$ cat src/rtl/video_pattern_scheduler.sv
// Frame-synchronous test-pattern sequencer: steps the pattern index on a vsync edge after a request.
// Optional backward stepping through input `prev` when VIDEO_PATTERN_SCHEDULER_PREV_EN is defined.
module video_pattern_scheduler #(
    parameter int PATTERNS = 4,
    parameter int PW       = 2,
    parameter int DWELL    = 60,
    parameter int VPP      = 1
) (
    input  logic          clk,
    input  logic          rst,
    input  logic          vsync,
    input  logic          next,
`ifdef VIDEO_PATTERN_SCHEDULER_PREV_EN
    input  logic          prev,
`endif
    input  logic          auto_en,
    input  logic          gray_req,
    output logic [PW-1:0] pattern,
    output logic          gray,
    output logic          gen_rst,
    output logic          busy
);

    typedef enum logic [1:0] {
        RUN     = 2'd0,
        PENDING = 2'd1,
        SWITCH  = 2'd2
    } state_t;

    localparam logic          VS_ACT     = (VPP != 0) ? 1'b1 : 1'b0;
    localparam logic [15:0]   DWELL_LAST = 16'(DWELL - 1);
    localparam logic [PW-1:0] PAT_LAST   = PW'(PATTERNS - 1);
    localparam logic [PW-1:0] PAT_ONE    = PW'(1);

    state_t        state;
    state_t        state_nxt;
    logic          vsync_prev;
    logic          fb;
    logic [15:0]   dwell_cnt;
    logic          auto_req;
    logic          man_req;
    logic [PW-1:0] pat_inc;
    logic [PW-1:0] pat_step;

    assign fb       = (vsync == VS_ACT) && (vsync_prev != VS_ACT);
    assign auto_req = auto_en && fb && (dwell_cnt == DWELL_LAST) && (state == RUN);
    assign pat_inc  = (pattern == PAT_LAST) ? '0 : pattern + PAT_ONE;

`ifdef VIDEO_PATTERN_SCHEDULER_PREV_EN
    logic          dir_back;
    logic [PW-1:0] pat_dec;

    assign man_req  = next || prev;
    assign pat_dec  = (pattern == '0) ? PAT_LAST : pattern - PAT_ONE;
    assign pat_step = dir_back ? pat_dec : pat_inc;

    // Direction is frozen when the request is accepted; next wins a tie and auto is always forward.
    always_ff @(posedge clk) begin
        if (rst) begin
            dir_back <= 1'b0;
        end else if (state == RUN) begin
            dir_back <= prev && !next && !auto_req;
        end
    end
`else
    assign man_req  = next;
    assign pat_step = pat_inc;
`endif

    always_comb begin
        state_nxt = state;
        busy      = 1'b0;
        gen_rst   = 1'b0;
        case (state)
            RUN: begin
                if (man_req || auto_req) begin
                    state_nxt = PENDING;
                end
            end
            PENDING: begin
                busy = 1'b1;
                if (fb) begin
                    state_nxt = SWITCH;
                end
            end
            SWITCH: begin
                busy      = 1'b1;
                gen_rst   = 1'b1;
                state_nxt = RUN;
            end
            default: begin
                state_nxt = RUN;
            end
        endcase
    end

    always_ff @(posedge clk) begin
        if (rst) begin
            state      <= RUN;
            vsync_prev <= ~VS_ACT;
            pattern    <= '0;
            gray       <= 1'b0;
            dwell_cnt  <= '0;
        end else begin
            state      <= state_nxt;
            vsync_prev <= vsync;
            if (fb) begin
                gray <= gray_req;
            end
            if (state == SWITCH) begin
                pattern <= pat_step;
            end
            // The counter only advances in RUN/PENDING; an auto request or a switch restarts the dwell.
            if (!auto_en || (state == SWITCH) || auto_req) begin
                dwell_cnt <= '0;
            end else if (fb) begin
                dwell_cnt <= dwell_cnt + 16'd1;
            end
        end
    end

endmodule

$ cat config.mk
export PLATFORM = sky130hd
export DESIGN_NAME = video_pattern_scheduler
export DESIGN_NICKNAME = d
export VERILOG_FILES = /design/src/rtl/video_pattern_scheduler.sv
export SDC_FILE = /design/constraint.sdc
export NUM_CORES = 1
export LEC_CHECK = 0
export ABC_CLOCK_PERIOD_IN_PS = 2200
export BUFFER_PORTS_ARGS = -buffer_cell sky130_fd_sc_hd__buf_2
export CORE_MARGIN = 2
export CORE_UTILIZATION = 30
export CTS_CLUSTER_SIZE = 20
export DETAILED_ROUTE_END_ITERATION = 8
export GPL_TIMING_DRIVEN = 0
export PLACE_DENSITY = 0.57
export SLEW_MARGIN = 20
export SYNTH_ARGS = -nofsm -noshare
export SYNTH_HDL_FRONTEND = slang
export SYNTH_SLANG_ARGS = --single-unit
$ cat constraint.sdc
create_clock -name clk -period 2.2 [get_ports clk]
set_input_delay 0.66 -clock clk [delete_from_list [all_inputs] [get_ports clk]]
set_output_delay 0.66 -clock clk [all_outputs]
set_load 0.03 [all_outputs]
After elaboration in Yosys (flattened, before gate mapping):

Cells that the tools add are included.

* bits in registers: 22
* bits of input ports: 6
* logic and storage cells: 32

* add/sub/neg operators: 2
* eq/ne operators: 6
* mux-type cells: 6
* bitwise logic cells: 1
* reductions and logical operators: 12

Operators with widths (count)
* adder 16 x 1 -> 16 bit, second input constant: 1
* equality test 16 x 6 -> 1 bit, second input constant: 1
* two-way mux 2 bit: 3
* equality test 2 bit, second input constant: 2
* logical AND 1 bit: 4
* one-hot mux 2 bit (2 select lines): 1
* OR reduction 2 bit: 2
* logical OR 1 bit: 3
* adder 2 x 1 -> 2 bit, second input constant: 1
* equality test 2 x 1 -> 1 bit, second input constant: 1
* logical NOT 2 bit: 1
* two-way mux 1 bit: 2
* != test 2 x 1 -> 1 bit, second input constant: 1
* != test 2 bit, second input constant: 1
* AND reduction 2 bit: 1
* logical NOT 1 bit: 1
* inverter 1 bit: 1

Longest topological paths before layout:

Gate-level depths: netlist of the first run.

* depth after elaboration: 8
* gate-level depth with buffers: 7
* gate-level depth less buffers: 6

Least setup slack after synthesis of the first run:

Ideal clock, no wire load.

* path type: input-to-reg
* start: in vsync
* end: reg dwell_cnt[10]
* setup time: 0.117 ns
* arrival time: 1.522 ns
* setup slack: 0.561 ns
* cell stages on the path: 5
* path buffers: 1
* cell sequence: and4b_4 > nand2_1 > o211ai_2 > buf_2 > nor2_1

* word-level cells in the longest chain between the ends: 6

Ends and longest elaborated chain
* from (decl): RTL line 11 `input logic vsync,`
* logical AND 1 bit *: RTL line 45 `assign fb = (vsync == VS_ACT) && (vsync_prev != VS_ACT);`
* logical AND 1 bit (3 in a row): RTL line 46 `assign auto_req = auto_en && fb && (dwell_cnt == DWELL_LAST) && (state == RUN);`
* logical OR 1 bit: RTL line 114 `if (!auto_en || (state == SWITCH) || auto_req) begin`
* OR reduction 2 bit (no source line)
* to (signal assigned): RTL line 117 `dwell_cnt <= dwell_cnt + 16'd1;`
* to (decl): RTL line 39 `logic [15:0] dwell_cnt;`

Mark *: on every way between the ends. The rest lies on a longest branch, timed or not.
A chain may end at the register's enable or synchronous reset.

Worst setup path after layout of the first run:

* start: reg state[0]
* end: out busy

* word-level cells in the longest chain between the ends: 3
* elaborated cells between the ends (all ways): 4

Ends and longest elaborated chain
* from (decl): RTL line 35 `state_t state;`
* from (signal assigned): RTL line 105 `state <= state_nxt;`
* equality test 2 bit or equality test 2 x 1 -> 1 bit (tied branches): RTL line 74 `case (state)`
* OR reduction 2 bit (no source line) *
* two-way mux 1 bit *: RTL line 74
* to (decl): RTL line 21 `output logic busy`

Marked as above.

==> flow_metrics.py, run 1 <==
metrics = {
    "run_status": {
        "result_of_the_run": "completed",
    },
    "final_layout": {
        "antenna_cells_inserted": 0,
        "final_net_count": 147,
        "post_route_cells_drive_above_1_share": 0.187,
        "area_delta_synth_final_pct": 13.1,
    },
    "logic_synthesis": {
        "synthAdderAreaFrac": 0.0683,
        "synth-compound-area-share": 0.0797,
        "yosys.area_share.simple": 0.313,
        "synthDominantCellAreaShare": 0.401,
        "cell_area_after_synthesis_um2": 1100,
        "synth_top_family_by_area": "simple AND/OR/NAND/NOR gates",
        "yosys.area.top_type": "dfxtp_1",
        "yosys-mux-area-fraction": 0.0182,
        "post_synth_most_frequent_cells": "dfxtp_1, nor2_1, nand2_1",
        "synthFlopType": "dfxtp_1",
        "syn_inst": 120,
        "synth_net_count": 132,
        "post_synth.cell_area_avg_um2": 9.15,
        "ys_warn_count": 0,
        "synthMostInstantiatedCell": "dfxtp_1",
        "async_reset_ff_frac": 0,
        "ff_latch_count_synth": 22,
        "synth-edff-count": 0,
        "sequential_cell_area_fraction_in_the_yosys_report": 0.401,
        "synth-xor-area-share": 0.0877,
        "synthTopCellsByArea": "dfxtp_1, ha_1, xor2_1, nor2_1, nand2_1",
        "yosys.cell_types.count": 34,
    },
    "routing": {
        "pre_repair_dr_iteration_count": 4,
        "met3WireLength_um": 52,
        "via_count": 857,
        "drt_iter0_drcs": 10,
        "final_antenna_net_count": 0,
        "route.top_layer_used": "met4",
        "via_per_inst": 4.76,
        "wl_met1_um": 1060,
        "dr_wl_met2_um": 968,
        "detail_route.wirelength_um": 2120,
        "wl_per_cell_um": 11.8,
        "detail_route.drc_violations": 0,
    },
    "placed_design": {
        "replace_congestion": 0.827,
        "port_buffers": 10,
        "hpwl_um": 1600,
    },
    "sta": {
        "setup_viol": 0,
        "fin_hold_ws_ns": 0.471,
        "tightest_slew_ns": 0.419,
        "fmax_mhz": 519,
        "fin_crit_ns": 1.93,
        "finalHoldViolations": 0,
        "worst_clock_skew_ns": 0.0112,
        "rsz0062_at_grt": "no",
        "pins_over_slew_limit": 0,
        "worst_slew_margin_rel": 0.720,
        "period_share": 0.876,
        "final.setup.tns_ns": 0,
    },
    "hold_path": {
        "holdCritStartpoint": "gray$_SDFFE_PP0N_",
        "holdPathEnd": "gray$_SDFFE_PP0N_",
        "kind_of_path_behind_the_tightest_hold_check": "flop to flop",
        "min_path_cells": 2,
    },
    "worst_setup_path": {
        "cp-end-kind": "output pin",
        "critical_path_fanout_max": 4,
        "worstPathRequired_ns": 1.54,
        "critical_path_arrival_ns": 1.27,
        "critical_path.reg2reg.endpoint": "dwell_cnt[2]$_SDFFE_PP0N_",
        "critPathKind": "flop to output pin",
        "r2r.worst_path.cells": 6,
        "cp-start-kind": "flop",
        "reg2reg_from": "dwell_cnt[0]$_SDFFE_PP0N_",
        "critPathLaunch": "state[0]$_SDFFE_PP0P_",
        "reg2reg_slack_ns": 0.41,
    },
    "clock_network": {
        "tritoncts": "done",
        "clk-insertion-delay-late_ns": 0.31,
        "cts_num_sinks": 22,
        "cts_max_level": 1,
        "post_cts.repair.setup_buffers": 0,
        "clkSlewWorstSetupHoldPaths_ns": 0.13,
        "cts_max_path_buffers": 2,
        "holdBufCountCts": 0,
        "clk_root_buffer_cell": "clkbuf_4",
        "ctsResizeCount": 0,
        "clock_buffer_count_from_cts": 3,
    },
    "floorplan": {
        "area_inside_the_core_boundary_um2": 3420,
        "die_width_um": 64.5,
        "die-area_um2": 4160,
        "boundaryPins": 11,
        "std_cell_rows": 21,
        "initial_core_util": 0.322,
        "die_height_um": 64.5,
    },
    "power": {
        "p_leak_nw": 0.466,
        "power.ir.vdd_worst_mv": 0.326,
        "powerDensity_nw_per_um2": 688,
    },
    "global_routing": {
        "grt_use_total": 0.113,
        "global_route.overflow_total": 0,
        "grt_pass1_wl_um": 3770,
        "antenna_violations_before_repair": 0,
        "grt_start_max_net_pins": 13,
        "first_global_vias": 834,
    },
    "run": {
        "cap_viol_max_count": 0,
    },
}
[cell type report]
cell class | count | area [um^2]
Buffer | 2 | 16.3
Clock buffer | 4 | 36.3
Fill cell | 378 | 2170
Inverter | 5 | 18.8
Multi-Input combinational cell | 91 | 623
Sequential cell | 22 | 440
Tap cell | 46 | 57.6
Timing Repair Buffer | 10 | 50.0
[power breakdown]
part	switching (mW)	internal, mW
Combinational	0.121	0.0713
Clock	0.126	0.101
Sequential	0.0179	0.418
[placed cells by master, fill, tap and decap left out, types with 2 or more instances in the layout]
cell,Yosys,layout
clkbuf_4,0,3
ha_1,6,6
and2_1,2,2
nand4_2,2,2
a21oi_1,7,7
o21ai_0,3,3
xor2_1,7,7
nand3_2,2,2
mux2i_1,2,2
nand4_1,5,5
nor4_1,3,3
nand2_1,11,11
xnor2_1,4,4
or3_1,3,3
inv_1,5,5
buf_2,1,11
nor2_1,16,16
dfxtp_1,22,22
nor2b_1,3,3
[worst max path at each step]
stage,to
2_1_floorplan,dwell_cnt[10]$_SDFFE_PP0N_
6_report,busy
4_1_cts,busy
3_5_place_dp,dwell_cnt[6]$_SDFFE_PP0N_
3_3_place_gp,dwell_cnt[12]$_SDFFE_PP0N_
5_1_grt,busy
[critical path, stage by stage, from the launching register on]
cell and delay [ns]:
dfxtp_1 0.41, inv_1 0.08, ha_1 0.29, buf_2 0.18
[flip-flops by register name, summed over array words and instances, names as in the netlist]
name / cells
state: 2
dwell_cnt: 16
gray: 1
pattern: 2
vsync_prev: 1
[through the flow]
stage | util | instance area, um^2 | power (mW) | worst slack, ns | instances
floorplan | - | 1100 | 0.591 | 0.561 | 120
global placement | 0.353 | 1210 | 0.628 | 0.215 | 176
detailed placement | 0.353 | 1210 | 0.639 | 0.188 | 176
CTS | 0.364 | 1240 | 0.865 | 0.264 | 180
global route | 0.364 | 1240 | 0.903 | 0.210 | 180
finish | 0.364 | 1240 | 0.855 | 0.273 | 180
[cells by family (layout without fill, tap and decap cells)]
kind of cell / after synthesis / in the layout
AND/OR/NAND/NOR: 58 / 58
flip-flops: 22 / 22
AO/OA/AOI/OAI: 14 / 14
XOR/XNOR: 11 / 11
buffers and inverters: 7 / 21
adder cells (fa/ha/maj): 6 / 6
multiplexers: 2 / 2
[routing by layer]
metal	vias up	global-route usage
met2	10	0.181
met4	0	0.0479
met1	393	0.150
met5	-	0
met3	4	0.0208
li1	450	-
No activity file was read; power rests on OpenSTA's default activity.
==> run 2: changes to the inputs <==
--- a/config.mk
+++ b/config.mk
@@ -12,7 +12,7 @@
 export CTS_CLUSTER_SIZE = 20
 export DETAILED_ROUTE_END_ITERATION = 8
 export GPL_TIMING_DRIVEN = 0
-export PLACE_DENSITY = 0.57
+export PLACE_DENSITY = 0.48
 export SLEW_MARGIN = 20
 export SYNTH_ARGS = -nofsm -noshare
 export SYNTH_HDL_FRONTEND = slang
==> flow_metrics.py, run 2 (synthesized netlist as in run 1, its figures left out) <==
metrics = {
    "global_routing": {
        "global_route.overflow_total": 0,
        "grt_use_total": 0.112,
        "grt_start_max_net_pins": 12,
        "antenna_violations_before_repair": 0,
        "first_global_vias": 809,
        "grt_pass1_wl_um": 3660,
    },
    "floorplan": {
        "initial_core_util": 0.322,
        "std_cell_rows": 21,
        "die_height_um": 64.5,
        "die_width_um": 64.5,
        "boundaryPins": 11,
        "die-area_um2": 4160,
        "area_inside_the_core_boundary_um2": 3420,
    },
    "sta": {
        "final.setup.tns_ns": 0,
        "fin_crit_ns": 1.92,
        "postLayoutSetupSlackWorst_ns": 0.284,
        "worst_slew_margin_rel": 0.712,
        "fmax_mhz": 522,
        "tightest_slew_ns": 0.431,
        "pins_over_slew_limit": 0,
        "setup_viol": 0,
        "period_share": 0.871,
        "finalHoldViolations": 0,
        "worst_clock_skew_ns": 0.00506,
        "rsz0062_at_grt": "no",
    },
    "power": {
        "powerDensity_nw_per_um2": 659,
        "power.net_switching_uw": 257,
        "intPower_uw": 553,
        "share_of_power_burned_in_the_clock_network": 0.225,
        "p_leak_nw": 0.458,
        "power.combinational.fraction": 0.236,
        "power.ir.vdd_worst_mv": 0.387,
        "switching_share": 0.317,
        "power_frac_seq": 0.539,
    },
    "final_layout": {
        "layout.filler_cells": 371,
        "layout_top_registers": "dwell_cnt: 16 flops, pattern: 2 flops, state: 2 flops",
        "top_register": "dwell_cnt",
        "layout_common_cells": "dfxtp_1, nor2_1, nand2_1, buf_2",
        "post_route_cells_drive_above_1_share": 0.180,
        "area_delta_synth_final_pct": 11.8,
        "largest_reg_flops": 16,
        "final_net_count": 147,
        "antenna_cells_inserted": 0,
        "final_common_cell": "dfxtp_1",
    },
    "placed_design": {
        "port_buffers": 10,
        "placement.setup.worst_slack_ns": 0.179,
        "replace_congestion": 0.792,
        "hpwl_um": 1600,
    },
    "worst_setup_path": {
        "worstPathRequired_ns": 1.54,
        "reg2reg_slack_ns": 0.41,
        "critPathLaunch": "state[0]$_SDFFE_PP0P_",
        "crit_path_end": "busy",
        "r2r.worst_path.cells": 6,
        "cp-start-kind": "flop",
        "cp-end-kind": "output pin",
        "critical_path.reg2reg.endpoint": "dwell_cnt[4]$_SDFFE_PP0N_",
        "worst_path_max_delay_cell": "dfxtp_1",
        "critPathKind": "flop to output pin",
        "reg2reg_from": "dwell_cnt[0]$_SDFFE_PP0N_",
        "list_of_cells_traversed_by_the_critical_path": "inv_1 -> ha_1 -> buf_2",
        "critical_path_fanout_max": 4,
        "critical_path_arrival_ns": 1.26,
        "critical_path.max_stage_delay_ns": 0.41,
    },
    "clock_network": {
        "cts_num_sinks": 22,
        "cts_max_level": 1,
        "clk_root_buffer_cell": "clkbuf_4",
        "holdBufCountCts": 0,
        "ctsResizeCount": 0,
        "clkSlewWorstSetupHoldPaths_ns": 0.12,
        "post_cts.repair.setup_buffers": 0,
        "tritoncts": "done",
        "clock_buffer_count_from_cts": 3,
        "cts_max_path_buffers": 2,
        "clk-insertion-delay-late_ns": 0.30,
    },
    "routing": {
        "detail_route.drc_violations": 0,
        "final_antenna_net_count": 0,
        "detail_route.wirelength_um": 2130,
        "wl_per_cell_um": 11.9,
        "drt_iter0_drcs": 33,
        "via_count": 868,
        "via_per_inst": 4.85,
        "pre_repair_dr_iteration_count": 4,
    },
    "run_status": {
        "result_of_the_run": "completed",
    },
    "hold_path": {
        "kind_of_path_behind_the_tightest_hold_check": "flop to flop",
    },
    "run": {
        "cap_viol_max_count": 0,
    },
}
==> run 2: cell count changes in the layout (fill, tap and decap cells not counted), sizes merged <==
cell	change
clkbuf	-1
==> run 2: layout make-up <==
class	instances	area, um^2	area share
well taps	46	57.6	0.0468
repair buffers	10	50.0	0.0407
flip-flops and latches	22	440	0.358
plain buffers	2	16.3	0.0132
inverters	5	18.8	0.0153
clock buffers	3	22.5	0.0183
multi-input cells	91	623	0.507
==> run 2: per-stage QoR <==
step / area, um^2 / total power, mW / utilization / cells / hold WS [ns]
3_5_place_dp: 1210 / 0.638 / 0.353 / 176 / 0.449
4_1_cts: 1230 / 0.820 / 0.360 / 179 / 0.467
5_1_grt: 1230 / 0.863 / 0.360 / 179 / 0.485
2_1_floorplan: 1100 / 0.591 / - / 120 / 0.449
3_3_place_gp: 1210 / 0.629 / 0.353 / 176 / 0.443
6_report: 1230 / 0.810 / 0.360 / 179 / 0.460
==> run 2: power groups by stage <==
stage | logic (mW) | registers [mW] | clock network, mW
2_1_floorplan | 0.138 | 0.452 | 0
3_3_place_gp | 0.185 | 0.444 | 0
3_5_place_dp | 0.194 | 0.444 | 0
4_1_cts | 0.194 | 0.436 | 0.190
5_1_grt | 0.215 | 0.440 | 0.207
6_report | 0.191 | 0.436 | 0.182
==> run 2: how the worst min path moves through the flow <==
stage,from,endpoint,slack [ns],cells past startpoint
floorplan,dwell_cnt[1]$_SDFFE_PP0N_,dwell_cnt[1]$_SDFFE_PP0N_,0.45,2
global placement,gray$_SDFFE_PP0N_,gray$_SDFFE_PP0N_,0.44,2
detailed placement,gray$_SDFFE_PP0N_,gray$_SDFFE_PP0N_,0.45,2
CTS,gray$_SDFFE_PP0N_,gray$_SDFFE_PP0N_,0.47,2
global route,gray$_SDFFE_PP0N_,gray$_SDFFE_PP0N_,0.48,2
finish,gray$_SDFFE_PP0N_,gray$_SDFFE_PP0N_,0.46,2
==> run 2: worst max-delay path: cells and delay by family, from the launching register on <==
| family | cells | cell delay [ns] |
|---|---|---|
| flops | 1 | 0.41 |
| fa+ha+maj | 1 | 0.29 |
| buf+inv | 2 | 0.26 |
==> run 2: layer usage <==
layer / vias to the layer above / wire length [um] / share of wire / global-route usage
met5: - / 0 / 0 / 0
met4: 0 / 19 / 0.0089 / 0.0239
met3: 2 / 62 / 0.029 / 0.0365
met2: 10 / 966 / 0.45 / 0.176
met1: 405 / 1080 / 0.51 / 0.151
li1: 451 / - / - / -
